File: config.mk
export PLATFORM = sky130hd
export DESIGN_NAME = relu_fwd_mask_flat
export DESIGN_NICKNAME = d
export VERILOG_FILES = /design/src/rtl/relu_pkg.sv /design/src/rtl/relu_fwd_mask_if.sv /design/src/rtl/relu_mask_fifo.sv /design/src/rtl/relu_fwd_mask.sv /design/src/flat_wrapper.sv
export SDC_FILE = /design/constraint.sdc
export NUM_CORES = 1
export LEC_CHECK = 0
export BUFFER_PORTS_ARGS = -buffer_cell sky130_fd_sc_hd__buf_2
export CAP_MARGIN = 10
export CORE_ASPECT_RATIO = 1.1
export CORE_MARGIN = 1.5
export CORE_UTILIZATION = 50
export CTS_CLUSTER_DIAMETER = 40
export DETAILED_ROUTE_END_ITERATION = 6
export PLACE_DENSITY = 0.85
export SYNTH_ARGS = -nofsm -noshare
export SYNTH_HDL_FRONTEND = slang
export SYNTH_SLANG_ARGS = --single-unit
File: constraint.sdc
create_clock -name clk -period 4.5 [get_ports clk]
set_clock_uncertainty 0.15 [all_clocks]
set_input_delay 0.675 -clock clk [delete_from_list [all_inputs] [get_ports clk]]
set_output_delay 0.675 -clock clk [all_outputs]
set_load 0.01 [all_outputs]
File: src/rtl/relu_pkg.sv
// relu_pkg: shared float constants, float_t and NaN detect for the ReLU slice.
// No ports; imported by relu_fwd_mask and its bench.
package relu_pkg;

  typedef logic [31:0] float_t;

  localparam float_t FLOAT_ZERO = 32'h00000000;
  localparam float_t FLOAT_1    = 32'h3F800000;

  // Exponent all ones with a nonzero mantissa.
  function automatic logic relu_is_nan(float_t f);
    return (f[30:23] == 8'hFF) && (f[22:0] != '0);
  endfunction

endpackage

File: src/rtl/relu_fwd_mask_if.sv
// relu_fwd_mask_if: forward/act/backward/grad streams plus mask FIFO status.
// master = stream source/sink side, slave = the relu_fwd_mask block.
interface relu_fwd_mask_if #(
  parameter int BITWIDTH = 32,
  parameter int DEPTH    = 64
);

  localparam int CW = $clog2(DEPTH + 1);

  logic                fwd_valid;
  logic [BITWIDTH-1:0] fwd_data;
  logic                fwd_ready;

  logic                act_valid;
  logic [BITWIDTH-1:0] act_data;
  logic                act_ready;

  logic                bwd_valid;
  logic [BITWIDTH-1:0] bwd_grad;
  logic                bwd_ready;

  logic                grad_valid;
  logic [BITWIDTH-1:0] grad_data;
  logic                grad_ready;

  logic [CW-1:0]       mask_count;
  logic                mask_full;
  logic                mask_empty;

  modport master (
    output fwd_valid, fwd_data, act_ready,
    output bwd_valid, bwd_grad, grad_ready,
    input  fwd_ready, act_valid, act_data,
    input  bwd_ready, grad_valid, grad_data,
    input  mask_count, mask_full, mask_empty
  );

  modport slave (
    input  fwd_valid, fwd_data, act_ready,
    input  bwd_valid, bwd_grad, grad_ready,
    output fwd_ready, act_valid, act_data,
    output bwd_ready, grad_valid, grad_data,
    output mask_count, mask_full, mask_empty
  );

endinterface

File: src/rtl/relu_mask_fifo.sv
// relu_mask_fifo: 1-bit-wide synchronous FIFO of ReLU mask bits.
// Ports: clk, rst, clear, push/din, pop/dout, count, full, empty.
module relu_mask_fifo #(
  parameter int DEPTH = 64
) (
  input  logic                       clk,
  input  logic                       rst,
  input  logic                       clear,
  input  logic                       push,
  input  logic                       din,
  input  logic                       pop,
  output logic                       dout,
  output logic [$clog2(DEPTH+1)-1:0] count,
  output logic                       full,
  output logic                       empty
);

  localparam int AW = $clog2(DEPTH);
  localparam int CW = $clog2(DEPTH + 1);

  logic [DEPTH-1:0] mem;
  logic [AW-1:0]    wptr;
  logic [AW-1:0]    rptr;
  logic [CW-1:0]    cnt;

  function automatic logic [AW-1:0] nxt(logic [AW-1:0] p);
    return (p == AW'(DEPTH - 1)) ? '0 : p + 1'b1;
  endfunction

  always_ff @(posedge clk or posedge rst) begin
    if (rst) begin
      wptr <= '0;
      rptr <= '0;
      cnt  <= '0;
    end else if (clear) begin
      wptr <= '0;
      rptr <= '0;
      cnt  <= '0;
    end else begin
      if (push) wptr <= nxt(wptr);
      if (pop)  rptr <= nxt(rptr);
      unique case ({push, pop})
        2'b10:   cnt <= cnt + 1'b1;
        2'b01:   cnt <= cnt - 1'b1;
        default: cnt <= cnt;
      endcase
    end
  end

  // Storage needs no reset: cnt gates every read.
  always_ff @(posedge clk) begin
    if (push && !clear) mem[wptr] <= din;
  end

  assign dout  = mem[rptr];
  assign count = cnt;
  assign full  = (cnt == CW'(DEPTH));
  assign empty = (cnt == '0);

endmodule

File: src/rtl/relu_fwd_mask.sv
// relu_fwd_mask: ReLU forward with mask FIFO gating the backward gradient.
// Ports: clk, rst (async high), clear, bus (relu_fwd_mask_if.slave); macro RELU_NAN_PROPAGATE_EN.
module relu_fwd_mask
  import relu_pkg::*;
#(
  parameter int BITWIDTH = 32,
  parameter int DEPTH    = 64
) (
  input logic           clk,
  input logic           rst,
  input logic           clear,
  relu_fwd_mask_if.slave bus
);

  localparam int CW = $clog2(DEPTH + 1);

  logic                m;
  logic [BITWIDTH-1:0] relu_out;
  logic                fwd_hs;
  logic                bwd_hs;
  logic                pop_bit;
  logic                full;
  logic                empty;
  logic [CW-1:0]       cnt;

  logic                act_valid_q;
  logic [BITWIDTH-1:0] act_q;
  logic                grad_valid_q;
  logic [BITWIDTH-1:0] grad_q;

  always_comb begin
    m = bus.fwd_data[BITWIDTH-1];
`ifdef RELU_NAN_PROPAGATE_EN
    if (relu_is_nan(float_t'(bus.fwd_data))) m = 1'b0;
`endif
    relu_out = m ? BITWIDTH'(FLOAT_ZERO) : bus.fwd_data;
  end

  // A pop never frees a slot for a push in the same cycle, and a
  // push never feeds a pop in the same cycle: status is registered.
  assign bus.fwd_ready = !rst && !full && (!act_valid_q || bus.act_ready);
  assign bus.bwd_ready = !rst && !empty && (!grad_valid_q || bus.grad_ready);

  assign fwd_hs = bus.fwd_valid && bus.fwd_ready && !clear;
  assign bwd_hs = bus.bwd_valid && bus.bwd_ready && !clear;

  relu_mask_fifo #(
    .DEPTH (DEPTH)
  ) u_fifo (
    .clk   (clk),
    .rst   (rst),
    .clear (clear),
    .push  (fwd_hs),
    .din   (m),
    .pop   (bwd_hs),
    .dout  (pop_bit),
    .count (cnt),
    .full  (full),
    .empty (empty)
  );

  always_ff @(posedge clk or posedge rst) begin
    if (rst) begin
      act_valid_q <= 1'b0;
      act_q       <= '0;
    end else if (clear) begin
      act_valid_q <= 1'b0;
      act_q       <= '0;
    end else if (fwd_hs) begin
      act_valid_q <= 1'b1;
      act_q       <= relu_out;
    end else if (bus.act_ready) begin
      act_valid_q <= 1'b0;
    end
  end

  always_ff @(posedge clk or posedge rst) begin
    if (rst) begin
      grad_valid_q <= 1'b0;
      grad_q       <= '0;
    end else if (clear) begin
      grad_valid_q <= 1'b0;
      grad_q       <= '0;
    end else if (bwd_hs) begin
      grad_valid_q <= 1'b1;
      grad_q       <= pop_bit ? BITWIDTH'(FLOAT_ZERO) : bus.bwd_grad;
    end else if (bus.grad_ready) begin
      grad_valid_q <= 1'b0;
    end
  end

  assign bus.act_valid  = act_valid_q;
  assign bus.act_data   = act_q;
  assign bus.grad_valid = grad_valid_q;
  assign bus.grad_data  = grad_q;
  assign bus.mask_count = cnt;
  assign bus.mask_full  = full;
  assign bus.mask_empty = empty;

endmodule

File: src/flat_wrapper.sv
// flat-port wrapper written by rule: the top's interface ports become plain ports
module relu_fwd_mask_flat import relu_pkg::*;
#(
  parameter int BITWIDTH = 32,
  parameter int DEPTH    = 64
)
  (clk, rst, clear, bus_fwd_valid, bus_fwd_data, bus_act_ready, bus_bwd_valid, bus_bwd_grad, bus_grad_ready, bus_fwd_ready, bus_act_valid, bus_act_data, bus_bwd_ready, bus_grad_valid, bus_grad_data, bus_mask_count, bus_mask_full, bus_mask_empty);
  relu_fwd_mask_if #(.BITWIDTH(BITWIDTH), .DEPTH(DEPTH)) bus_i ();
  input logic clk;
  input logic rst;
  input logic clear;
  input wire logic [$bits(bus_i.fwd_valid)-1:0] bus_fwd_valid;
  input wire logic [$bits(bus_i.fwd_data)-1:0] bus_fwd_data;
  input wire logic [$bits(bus_i.act_ready)-1:0] bus_act_ready;
  input wire logic [$bits(bus_i.bwd_valid)-1:0] bus_bwd_valid;
  input wire logic [$bits(bus_i.bwd_grad)-1:0] bus_bwd_grad;
  input wire logic [$bits(bus_i.grad_ready)-1:0] bus_grad_ready;
  output wire logic [$bits(bus_i.fwd_ready)-1:0] bus_fwd_ready;
  output wire logic [$bits(bus_i.act_valid)-1:0] bus_act_valid;
  output wire logic [$bits(bus_i.act_data)-1:0] bus_act_data;
  output wire logic [$bits(bus_i.bwd_ready)-1:0] bus_bwd_ready;
  output wire logic [$bits(bus_i.grad_valid)-1:0] bus_grad_valid;
  output wire logic [$bits(bus_i.grad_data)-1:0] bus_grad_data;
  output wire logic [$bits(bus_i.mask_count)-1:0] bus_mask_count;
  output wire logic [$bits(bus_i.mask_full)-1:0] bus_mask_full;
  output wire logic [$bits(bus_i.mask_empty)-1:0] bus_mask_empty;
  assign bus_i.fwd_valid = bus_fwd_valid;
  assign bus_i.fwd_data = bus_fwd_data;
  assign bus_i.act_ready = bus_act_ready;
  assign bus_i.bwd_valid = bus_bwd_valid;
  assign bus_i.bwd_grad = bus_bwd_grad;
  assign bus_i.grad_ready = bus_grad_ready;
  assign bus_fwd_ready = bus_i.fwd_ready;
  assign bus_act_valid = bus_i.act_valid;
  assign bus_act_data = bus_i.act_data;
  assign bus_bwd_ready = bus_i.bwd_ready;
  assign bus_grad_valid = bus_i.grad_valid;
  assign bus_grad_data = bus_i.grad_data;
  assign bus_mask_count = bus_i.mask_count;
  assign bus_mask_full = bus_i.mask_full;
  assign bus_mask_empty = bus_i.mask_empty;
  relu_fwd_mask #(.BITWIDTH(BITWIDTH), .DEPTH(DEPTH)) u_core (.clk(clk), .rst(rst), .clear(clear), .bus(bus_i));
endmodule
==> summary.md <==
| Metric | Value |
|---|---|
| Status | `complete, but fails checks` |
| Failing checks | `design-rule violations` |
| Antenna Cells | `0` |
| WL/cell | `around 18 µm` |
| Rows | `43` |
| Worst Hold Slack | `0.324 ns` |
| HP Class | `input port to register` |
| Drt via density | `~5.8` |
| Final setup vio count | `0` |
| Layout cells sized above 1 | `0.308` |
| Initial Util | `0.518` |
| Die Area | `13800 µm²` |
| Overall Power | `about 3.3 mW` |
| Main combinational cell family by area after synthesis | `compound AO/OA/AOI/OAI gates` |
| Post-Place Setup Slack | `-0.0715 ns` |
| Flops & latches, synth | `~150` |
| Via count of the first global-routing pass | `~4700` |
| Clock Path Buffers | `2` |
| Initial antenna violation count | `0` |
| Tmin final | `approximately 4.2 ns` |
| Die width | `roughly 110 µm` |
| Routed WL | `roughly 15000 µm` |
| Core Footprint | `about 13000 µm²` |
| Leakage power | `between 3 and 4 nW` |
| Grt ovf | `0` |
| Synth Area in Compound Gates | `0.132` |
| Simple-Gate Fraction of Synth Area | `0.115` |
| CP Capture Type | `register` |
| Worst setup SP type | `register` |
| Largest net degree at the start of global routing | `66` |
| Max stage delay on crit path | `approximately 0.57 ns` |
| Worst Setup Path Type | `register to register` |
| Tcrit/Tclk final | `0.934` |
| Number of synthesized flops with an enable pin | `between 60 and 70` |
| Cts hold-fix bufs | `0` |
| Drt pass-1 iters | `7` |
| Synth Area per Inst | `~13 µm²` |
| Slew headroom | `0.183` |
| Gpl congestion | `a little under 0.9` |
| Final Cell Area | `7920 µm²` |
| Ys Warns | `0` |
| Top FF cell, synth | `dfrtp_1` |
| Worst reg2reg setup slack | `approximately 0.3 ns` |
| Crit path max-delay cell type | `nor2_4` |
| Mux share of post-synthesis cell area | `0.0702` |
| IO Port Bufs | `between 100 and 150` |
| Nets | `about 730` |
| Mapped Cells | `approximately 520` |
| Adder-Cell Fraction of Synth Area | `0.0164` |
| Ys async rst share | `0.568` |
| XOR/XNOR Fraction of Synth Area | `0.0162` |
| Peak supply drop | `0.264 mV` |
| CTS H-tree lvls | `4` |
| Clock root cell | `clkbuf_16` |
| Fin. Hold Viols | `0` |
| Clock sinks | `148` |
| ANT nets after route | `0` |
| FMAX | `0.238 GHz` |
| First-pass GRT wire length | `23300 µm` |
| Syn Std Cell Area | `approximately 6600 µm²` |
| Num CTS Buffers | `17` |
| Reg clk slew, reported paths | `approximately 0.060 ns` |
| Final Util | `0.624` |
| Post-synthesis sequential area ratio | `0.612` |
| Worst Max-Slew Pin Slew | `1.22 ns` |
| Pins over their slew limit | `0` |
| Setup_tns | `0 ns` |
| Post-Layout Cell Count | `~800` |
| DRC viols | `10` |
| Area delta synth->final | `20.5%` |
| Cell Pwr Density | `418 nW/µm²` |
| Gr usage total | `0.218` |
| Die height | `~120 µm` |
| CP Data Arrival Time | `between 4 and 5 ns` |
| DR iter-0 viols | `about 500` |
| RSZ-0062 raised after global routing | `no` |
| Yosys cell types | `55` |
| Worst-path cell chain | `nor4_4 -> a311oi_2 -> and2_2 -> nor2_4 -> nand2_1 -> inv_1 -> ha_1 -> nor2b_1 -> o21ai_0 -> nand2b_1 -> a31oi_1 -> mux2i_1 -> mux2_2` |
| Placed Cells | `785` |
| HPWL Detailed | `slightly above 10000 µm` |
| Vias | `roughly 4700` |
| Max-cap violation count | `0` |
| I/O Pins | `around 150` |
| Synthesized Nets | `a little under 600` |
| Fillers | `roughly 930` |
| Worst-path maximum fanout | `32` |
| Worst path required time | `4.66 ns` |
| Clk Latency, worst-skew pair | `0.42 ns` |
| Dpl cell area | `between 7000 and 8000 µm²` |
| CTS tree | `done` |
| Post-layout worst setup margin | `0.299 ns` |
-- cells by family after synthesis --
kind of cell,count (synthesis)
and+or+nand+nor,166
DFF,148
AOI/OAI and AO/OA,103
buffers and inverters,45
muxes,34
xor gates and xnor gates,10
adders and majority gates,8
other,1
-- final timing paths --
kind | from | cells past startpoint | end
max | u_core.u_fifo.count[2]$_DFFE_PP0P_ | 13 | u_core.u_fifo.count[6]$_DFFE_PP0P_
max reg2reg | u_core.u_fifo.count[2]$_DFFE_PP0P_ | 13 | u_core.u_fifo.count[6]$_DFFE_PP0P_
min in group asynchronous | rst | 2 | u_core.u_fifo.wptr[5]$_DFFE_PP0P_
max in group asynchronous | rst | 3 | u_core.bus.grad_data[15]$_DFFE_PP0P_
min | bus_fwd_data[12] | 2 | u_core.bus.act_data[12]$_DFFE_PP0P_
min reg2reg | u_core.bus.grad_data[18]$_DFFE_PP0P_ | 1 | u_core.bus.grad_data[18]$_DFFE_PP0P_
-- synthesized netlist by cell type (8+ instances only) --
| cell type | n | share of area |
|---|---|---|
| buf_2 | 9 | 0.0069 |
| mux2i_1 | 24 | 0.037 |
| dfrtp_1 | 84 | 0.32 |
| edfxtp_1 | 64 | 0.29 |
| a22o_1 | 31 | 0.041 |
| a32o_1 | 29 | 0.044 |
| nor2_1 | 100 | 0.057 |
| inv_1 | 8 | 0.0046 |
| a21oi_1 | 8 | 0.0061 |
| nand2_1 | 24 | 0.014 |
| clkbuf_1 | 16 | 0.0091 |
-- routing by layer --
| metal | track usage | wire (µm) |
|---|---|---|
| met5 | 0 | 0 |
| met4 | 0.101 | 317 |
| met3 | 0.0525 | 828 |
| met2 | 0.370 | 7950 |
| met1 | 0.268 | 5800 |
-- final cells by class --
| type | instances | area (µm²) | area share |
|---|---|---|---|
| Timing Repair Buffer | 150 | 761 | 0.0960 |
| Clock inverter | 13 | 138 | 0.0174 |
| Inverter | 8 | 31.3 | 0.00395 |
| Tap cell | 157 | 196 | 0.0248 |
| Sequential cell | 148 | 4020 | 0.508 |
| Multi-Input combinational cell | 322 | 2320 | 0.293 |
| Clock buffer | 19 | 454 | 0.0573 |
-- power breakdown --
part | internal, mW | switching (mW) | leakage [nW] | total [mW]
combinational | 0.174 | 0.252 | 1.46 | 0.426
clock | 0.812 | 0.574 | 0.286 | 1.39
sequential | 1.45 | 0.0484 | 1.74 | 1.50
-- layout by cell type, fill, tap and decap left out, types with 3 or more instances in the layout --
cell       Yosys  layout
buf_4          5       4
a32o_1        29      29
nand3b_1       3       3
nand4_1        3       3
buf_2          9     146
dfrtp_1       84      84
or3_1          3       3
mux2i_1       24      24
nor2b_1        7       7
inv_8          0       3
a32o_2         3       3
clkinv_4       0       3
xor2_1         4       4
o22ai_1        6       6
nor3b_1        5       5
nand2_1       24      24
a22o_1        31      31
nor2_1       100      98
inv_1          8       7
o21ai_1        3       3
mux4_1         5       5
o21ai_0        7       7
ha_1           7       7
a31oi_1        4       4
mux4_2         3       3
clkbuf_16      0      18
inv_6          0       3
a21oi_1        8       8
edfxtp_1      64      64
nand2b_1       6       6
nand3_1        3       3
xnor2_1        5       5
-- flip-flops by register name, summed over array words and instances, names as in the netlist --
name	count
u_core.u_fifo.mem	64
u_core.bus.grad_data	32
u_core.u_fifo.count	7
u_core.u_fifo.wptr	6
u_core.u_fifo.rptr	6
u_core.bus.act_valid	1
u_core.bus.grad_valid	1
u_core.bus.act_data	31
-- critical path: cells and delay by family, from the launching register on --
family / cells / cell delay, ns
fa+ha+maj: 1 / 0.30
simple gates: 6 / 1.80
flops: 1 / 0.44
compound gates: 3 / 0.60
mux: 2 / 0.61
buf+inv: 1 / 0.20
-- repair_timing --
item	in CTS	in global routing
setup endpoints to repair	1	0
hold endpoints to repair	0	0
resized for setup	1	0
setup buffers	0	0
Power figures use the tool's default switching activity.
